===== config.mk =====
export PLATFORM = sky130hd
export DESIGN_NAME = mult_div_unit_flat
export DESIGN_NICKNAME = d
export VERILOG_FILES = /design/src/rtl/mult_div_pkg.sv /design/src/rtl/mult_div_unit_if.sv /design/src/rtl/mult_div_unit_iter_core.sv /design/src/rtl/mult_div_unit.sv /design/src/flat_wrapper.sv
export SDC_FILE = /design/constraint.sdc
export NUM_CORES = 1
export LEC_CHECK = 0
export CELL_PAD_IN_SITES_DETAIL_PLACEMENT = 1
export CELL_PAD_IN_SITES_GLOBAL_PLACEMENT = 1
export CORE_MARGIN = 2
export CORE_UTILIZATION = 40
export DETAILED_ROUTE_END_ITERATION = 10
export PLACE_DENSITY = 0.74
export SLEW_MARGIN = 20
export SYNTH_ARGS = -nofsm -noshare
export SYNTH_HDL_FRONTEND = slang
export SYNTH_SLANG_ARGS = --single-unit

===== constraint.sdc =====
create_clock -name iCLK -period 4.35 [get_ports iCLK]
set_clock_uncertainty 0.05 [all_clocks]
set_input_delay 0.435 -clock iCLK [delete_from_list [all_inputs] [get_ports iCLK]]
set_output_delay 0.435 -clock iCLK [all_outputs]
set_load 0.05 [all_outputs]

===== src/rtl/mult_div_pkg.sv =====
// Shared definitions for the HI/LO multiply/divide unit: op codes, FSM states,
// datapath widths and a small magnitude helper.
package mult_div_pkg;

    localparam int WIDTH = 32;
    localparam int ITER  = 32;
    // Accumulator: 33-bit upper half (P_hi or R) over a 32-bit lower half (P_lo or Q)
    localparam int ACC_W = 2 * WIDTH + 1;

    typedef enum logic [1:0] {
        OP_MULT  = 2'b00,
        OP_MULTU = 2'b01,
        OP_DIV   = 2'b10,
        OP_DIVU  = 2'b11
    } op_e;

    typedef enum logic [1:0] {
        IDLE = 2'b00,
        CALC = 2'b01,
        FIX  = 2'b10
    } state_e;

    function automatic logic [WIDTH-1:0] mag(input logic [WIDTH-1:0] v, input logic neg);
        return neg ? (~v + 1'b1) : v;
    endfunction

endpackage


===== src/rtl/mult_div_unit_if.sv =====
// Request/result bundle between the execute-stage ALU (master) and the
// multiply/divide unit (slave).
interface mult_div_unit_if;
    import mult_div_pkg::*;

    logic             iStart;
    logic [1:0]       iOp;
    logic [WIDTH-1:0] iA;
    logic [WIDTH-1:0] iB;
    logic             iWrHI;
    logic             iWrLO;
    logic [WIDTH-1:0] iWrData;
    logic             oBusy;
    logic             oDone;
    logic             oDivZero;
    logic [WIDTH-1:0] oHI;
    logic [WIDTH-1:0] oLO;

    modport master (
        output iStart, iOp, iA, iB, iWrHI, iWrLO, iWrData,
        input  oBusy, oDone, oDivZero, oHI, oLO
    );

    modport slave (
        input  iStart, iOp, iA, iB, iWrHI, iWrLO, iWrData,
        output oBusy, oDone, oDivZero, oHI, oLO
    );

endinterface


===== src/rtl/mult_div_unit_iter_core.sv =====
// One radix-2 iteration: shift-add multiply step or restoring-division step
// on the shared 65-bit accumulator.
module md_iter_core
    import mult_div_pkg::*;
(
    input  logic             is_div,
    input  logic [ACC_W-1:0] acc_in,
    input  logic [WIDTH-1:0] operand,
    output logic [ACC_W-1:0] acc_out
);

    logic [WIDTH:0]   mul_sum;
    logic [WIDTH+1:0] rem_shift;
    logic [WIDTH+1:0] rem_trial;
    logic             trial_ok;
    logic [WIDTH:0]   rem_new;

    assign mul_sum = {1'b0, acc_in[2*WIDTH-1:WIDTH]}
                   + (acc_in[0] ? {1'b0, operand} : {(WIDTH+1){1'b0}});

    // R stays below the divisor, so the shifted remainder fits in 33 bits and
    // bit 33 of the trial difference is the borrow.
    assign rem_shift = acc_in[ACC_W-1:WIDTH-1];
    assign rem_trial = rem_shift - {2'b00, operand};
    assign trial_ok  = ~rem_trial[WIDTH+1];
    assign rem_new   = trial_ok ? rem_trial[WIDTH:0] : rem_shift[WIDTH:0];

    assign acc_out = is_div ? {rem_new, acc_in[WIDTH-2:0], trial_ok}
                            : {1'b0, mul_sum, acc_in[WIDTH-1:1]};

endmodule


===== src/rtl/mult_div_unit.sv =====
// Sequential MULT/MULTU/DIV/DIVU unit owning HI/LO: 32 iterations on the
// magnitudes, then one fix-up cycle that applies signs and writes HI/LO.
module mult_div_unit
    import mult_div_pkg::*;
(
    input  logic            iCLK,
    input  logic            iRST,
    mult_div_unit_if.slave  bus
);

    state_e           state_reg, state_next;
    logic [4:0]       cnt_reg, cnt_next;
    logic [ACC_W-1:0] acc_reg, acc_next;
    logic [WIDTH-1:0] b_reg, b_next;
    logic             div_reg, div_next;
    logic             sa_reg, sa_next;
    logic             sb_reg, sb_next;
    logic             dz_reg, dz_next;
    logic             done_reg, done_next;
    logic [WIDTH-1:0] hi_reg, hi_next;
    logic [WIDTH-1:0] lo_reg, lo_next;

    logic             start_signed;
    logic             start_div;
    logic [ACC_W-1:0] step_acc;
    logic [2*WIDTH-1:0] prod_fix;
    logic [WIDTH-1:0] quo_fix;
    logic [WIDTH-1:0] rem_fix;

    assign start_signed = (bus.iOp == OP_MULT) || (bus.iOp == OP_DIV);
    assign start_div    = (bus.iOp == OP_DIV)  || (bus.iOp == OP_DIVU);

    md_iter_core u_core (
        .is_div  (div_reg),
        .acc_in  (acc_reg),
        .operand (b_reg),
        .acc_out (step_acc)
    );

    assign prod_fix = (sa_reg ^ sb_reg) ? (~acc_reg[2*WIDTH-1:0] + 1'b1) : acc_reg[2*WIDTH-1:0];
    assign quo_fix  = mag(acc_reg[WIDTH-1:0], sa_reg ^ sb_reg);
    // Remainder takes the dividend's sign so the quotient truncates toward zero
    assign rem_fix  = mag(acc_reg[2*WIDTH-1:WIDTH], sa_reg);

    always_comb begin
        state_next = state_reg;
        cnt_next   = cnt_reg;
        acc_next   = acc_reg;
        b_next     = b_reg;
        div_next   = div_reg;
        sa_next    = sa_reg;
        sb_next    = sb_reg;
        dz_next    = dz_reg;
        done_next  = 1'b0;
        hi_next    = hi_reg;
        lo_next    = lo_reg;

        case (state_reg)
            IDLE: begin
                if (bus.iStart) begin
                    div_next = start_div;
                    sa_next  = start_signed & bus.iA[WIDTH-1];
                    sb_next  = start_signed & bus.iB[WIDTH-1];
                    b_next   = mag(bus.iB, start_signed & bus.iB[WIDTH-1]);
                    cnt_next = 5'd0;
                    if (start_div && (bus.iB == '0)) begin
                        // Raw dividend parked in the low half for the HI write in FIX
                        dz_next    = 1'b1;
                        acc_next   = {{(WIDTH+1){1'b0}}, bus.iA};
                        state_next = FIX;
                    end else begin
                        dz_next    = 1'b0;
                        acc_next   = {{(WIDTH+1){1'b0}}, mag(bus.iA, start_signed & bus.iA[WIDTH-1])};
                        state_next = CALC;
                    end
                end else begin
                    if (bus.iWrHI) hi_next = bus.iWrData;
                    if (bus.iWrLO) lo_next = bus.iWrData;
                end
            end
            CALC: begin
                acc_next = step_acc;
                cnt_next = cnt_reg + 5'd1;
                if (cnt_reg == 5'(ITER - 1)) begin
                    state_next = FIX;
                end
            end
            FIX: begin
                done_next  = 1'b1;
                cnt_next   = 5'd0;
                state_next = IDLE;
                if (dz_reg) begin
                    hi_next = acc_reg[WIDTH-1:0];
                    lo_next = '1;
                end else if (div_reg) begin
                    hi_next = rem_fix;
                    lo_next = quo_fix;
                end else begin
                    hi_next = prod_fix[2*WIDTH-1:WIDTH];
                    lo_next = prod_fix[WIDTH-1:0];
                end
            end
            default: begin
                state_next = IDLE;
            end
        endcase
    end

    always_ff @(posedge iCLK or negedge iRST) begin
        if (!iRST) begin
            state_reg <= IDLE;
            cnt_reg   <= 5'd0;
            acc_reg   <= '0;
            b_reg     <= '0;
            div_reg   <= 1'b0;
            sa_reg    <= 1'b0;
            sb_reg    <= 1'b0;
            dz_reg    <= 1'b0;
            done_reg  <= 1'b0;
            hi_reg    <= '0;
            lo_reg    <= '0;
        end else begin
            state_reg <= state_next;
            cnt_reg   <= cnt_next;
            acc_reg   <= acc_next;
            b_reg     <= b_next;
            div_reg   <= div_next;
            sa_reg    <= sa_next;
            sb_reg    <= sb_next;
            dz_reg    <= dz_next;
            done_reg  <= done_next;
            hi_reg    <= hi_next;
            lo_reg    <= lo_next;
        end
    end

    assign bus.oBusy    = (state_reg != IDLE);
    assign bus.oDone    = done_reg;
    assign bus.oDivZero = dz_reg;
    assign bus.oHI      = hi_reg;
    assign bus.oLO      = lo_reg;

endmodule


===== src/flat_wrapper.sv =====
// flat-port wrapper written by rule: the top's interface ports become plain ports
module mult_div_unit_flat import mult_div_pkg::*;
  (iCLK, iRST, bus_iStart, bus_iOp, bus_iA, bus_iB, bus_iWrHI, bus_iWrLO, bus_iWrData, bus_oBusy, bus_oDone, bus_oDivZero, bus_oHI, bus_oLO);
  mult_div_unit_if bus_i ();
  input  logic iCLK;
  input  logic iRST;
  input wire logic [$bits(bus_i.iStart)-1:0] bus_iStart;
  input wire logic [$bits(bus_i.iOp)-1:0] bus_iOp;
  input wire logic [$bits(bus_i.iA)-1:0] bus_iA;
  input wire logic [$bits(bus_i.iB)-1:0] bus_iB;
  input wire logic [$bits(bus_i.iWrHI)-1:0] bus_iWrHI;
  input wire logic [$bits(bus_i.iWrLO)-1:0] bus_iWrLO;
  input wire logic [$bits(bus_i.iWrData)-1:0] bus_iWrData;
  output wire logic [$bits(bus_i.oBusy)-1:0] bus_oBusy;
  output wire logic [$bits(bus_i.oDone)-1:0] bus_oDone;
  output wire logic [$bits(bus_i.oDivZero)-1:0] bus_oDivZero;
  output wire logic [$bits(bus_i.oHI)-1:0] bus_oHI;
  output wire logic [$bits(bus_i.oLO)-1:0] bus_oLO;
  assign bus_i.iStart = bus_iStart;
  assign bus_i.iOp = bus_iOp;
  assign bus_i.iA = bus_iA;
  assign bus_i.iB = bus_iB;
  assign bus_i.iWrHI = bus_iWrHI;
  assign bus_i.iWrLO = bus_iWrLO;
  assign bus_i.iWrData = bus_iWrData;
  assign bus_oBusy = bus_i.oBusy;
  assign bus_oDone = bus_i.oDone;
  assign bus_oDivZero = bus_i.oDivZero;
  assign bus_oHI = bus_i.oHI;
  assign bus_oLO = bus_i.oLO;
  mult_div_unit u_core (.iCLK(iCLK), .iRST(iRST), .bus(bus_i));
endmodule

==> results.json <==
{
  "viasPerCell": 6.19,
  "dieHeight_um": 197,
  "worst-r2r-cell-count": 13,
  "dieArea_um2": 38700,
  "drtIter0Drc": 1059,
  "postCtsHoldBufs": 0,
  "r2r-start": "u_core.acc_reg[0]",
  "maxCapViolations": 0,
  "setup-violations-final": 0,
  "async_flop_share_pct": 100,
  "fin_nets": 2183,
  "violations": "negative hold slack",
  "synth_nets": 2067,
  "ys.flop_type": "dfrtp_1",
  "yosysWarnings": 0,
  "synthAdderAreaFrac_pct": 6.17,
  "avgSynthCellArea_um2": 7.85,
  "yosys.area.top_type": "dfrtp_1",
  "gp_congestion": 0.989,
  "synth_xor_area_share_pct": 10.4,
  "yosys-top-cells-count": "o21ai_0, nand2_1, dfrtp_1, nor2_1, a21oi_1",
  "drt_pre_antenna_iters": 8,
  "setup-tns-final_ns": 0,
  "hpwl_um": 45200,
  "clock_latency_ns": 0.46,
  "rsz0062_at_grt": "false",
  "synth_cells": 1892,
  "synthMostInstantiatedCell": "o21ai_0",
  "synth_compound_area_share_pct": 26.9,
  "fp-row-count": 70,
  "io_pins": 170,
  "ctsRootBufferMaster": "clkbuf_16",
  "gr-total-overflow": 0,
  "synthDominantCellAreaShare_pct": 29.2,
  "cts_tree": "yes",
  "worst_r2r_endpoint": "u_core.acc_reg[55]",
  "multi_input_comb_area_um2": 9800,
  "antenna_left": 0,
  "max_freq_ghz": 0.247,
  "seqCellArea_um2": 4330,
  "synth-seq-cells": 173,
  "wl_met3_um": 3010,
  "synthSimpleGateAreaFrac_pct": 18.5,
  "status": "finished, violations left",
  "drt-met1-wl_um": 25000,
  "fin_crit_sh_pct": 93.1,
  "port_buffers": 169,
  "synthMuxAreaShare_pct": 3.71,
  "clock_path_buffers": 2,
  "synth_edf_count": 0,
  "worst_slew_margin_rel_pct": 37.8,
  "clock_sinks": 173,
  "min_period_ns": 4.05,
  "seq_area_frac_synth_pct": 29.2,
  "ff2ff_setup_slack_ns": 0.30,
  "synth.area.top_cells": "dfrtp_1, o21ai_0, ha_1, xnor2_1, xor2_1",
  "dr_wl_met2_um": 28400,
  "die_w_um": 197,
  "synth_top_family_by_area": "compound AO/OA/AOI/OAI gates",
  "drive_above_1_share_pct": 6.38,
  "grt_max_degree": 92,
  "grt_pass1_vias": 15778,
  "endpoint_kind": "register",
  "antenna_found_initial": 0,
  "hp-class": "primary input to async pin",
  "criticalPathCategory": "register to register",
  "start_kind": "register",
  "netlist_area_um2": 14800,
  "initial_core_util_pct": 40.5,
  "worst_pin_slew_ns": 0.930,
  "drv_slew": 0,
  "wl_per_cell_um": 23.6,
  "core_area_um2": 36600,
  "required_ns": 4.64,
  "area_delta_synth_final_pct": 19.1,
  "cp.arrival_ns": 4.33,
  "routed_wl_um": 58700,
  "fin_worst_hold_slack_ns": -0.0552,
  "synth_cell_type_count": 79,
  "final_hold_viol_count": 18,
  "fillers": 4479,
  "grt.total_usage_pct": 30.5,
  "grt_pass1_wl_um": 91800,
  "largest_register_ffs": 65,
  "drcViolationCount": 0,
  "dr.max_layer_used": "met4",
  "cp_max_fo": 14,
  "numCtsBuffers": 17,
  "cts.clk_slew.worst_paths_ns": 0.08,
  "htreeDepth": 4,
  "num_vias": 15402
}
==> worst max-delay path by stage <==
| stage | startpoint | to | slack, ns |
|---|---|---|---|
| finish | u_core.acc_reg[0] | u_core.acc_reg[55] | 0.30 |
| global route | u_core.acc_reg[0] | u_core.acc_reg[55] | 0.06 |
| CTS | u_core.acc_reg[31] | u_core.acc_reg[64] | 0.25 |
| detailed placement | u_core.acc_reg[31] | u_core.acc_reg[64] | 0.32 |
| global placement | u_core.acc_reg[31] | u_core.acc_reg[64] | 0.37 |
| floorplan | u_core.acc_reg[0] | u_core.acc_reg[55] | 1.0 |
==> repair_timing <==
action                                  CTS  global route
hold endpoints to repair                  0             0
resized for setup                         0             1
setup buffers                             0             0
endpoints found under the setup margin    0             1
==> critical path, stage by stage (launching register included) <==
cell	delay [ns]
dfrtp_1	0.47
inv_1	0.40
nor2_1	0.10
ha_1	0.36
nor2b_1	0.22
o211ai_1	0.14
a31o_2	0.29
a211oi_1	0.44
a41oi_1	0.22
a31oi_1	0.49
nor2_1	0.16
mux2_2	0.30
a22oi_1	0.18
nand3_1	0.10
==> through the flow <==
stage          hold slack, ns  worst slack, ns  util (%)  instances  instance area (um2)
2_1_floorplan          0.0894            0.998         -       1892                14800
3_3_place_gp            0.412            0.374      46.7       2457                17100
3_5_place_dp            0.421            0.316      46.7       2457                17100
4_1_cts                0.0123            0.249      48.2       2489                17700
5_1_grt                0.0278           0.0583      48.3       2489                17700
6_report              -0.0552            0.302      48.3       2490                17700
==> placed cells by master (no fill, tap or decap), types with 33 or more instances in the layout <==
cell             instances
ha_1                    70
a21oi_1                138
nor3_1                  52
clkdlybuf4s50_1        168
buf_4                   55
nand2_1                185
inv_1                   66
o21ai_0                206
xnor2_1                 94
xor2_1                  80
a21o_1                  33
dfrtp_1                172
nor2_1                 171
o22ai_1                 41
mux2i_1                 46
==> logic make-up (layout without fill, tap and decap cells) <==
group,count (synthesis),in the layout
AO/OA/AOI/OAI,640,640
XOR/XNOR,176,176
adder cells (fa/ha/maj),72,72
buffers and inverters,197,326
flip-flops,173,173
multiplexers,54,54
other,0,1
AND/OR/NAND/NOR,580,580
==> layer usage <==
metal | vias up | global-route usage (%)
met5 | - | 0
met4 | 0 | 12.8
met3 | 81 | 3.68
met2 | 506 | 52.5
met1 | 7716 | 38.9
li1 | 7099 | -
==> cell type report <==
cell class,instances,area share (%)
antenna,1,0.0142
timing repair buffer,226,12.1
tap,468,3.31
inverter,68,1.44
clock buffer,22,2.68
multi-input combinational,1522,55.4
clock inverter,10,0.453
sequential,173,24.5
Power is left out: the tool's default activity adds up to more than one toggle a clock period on the data nets, which glitch-free logic cannot reach.
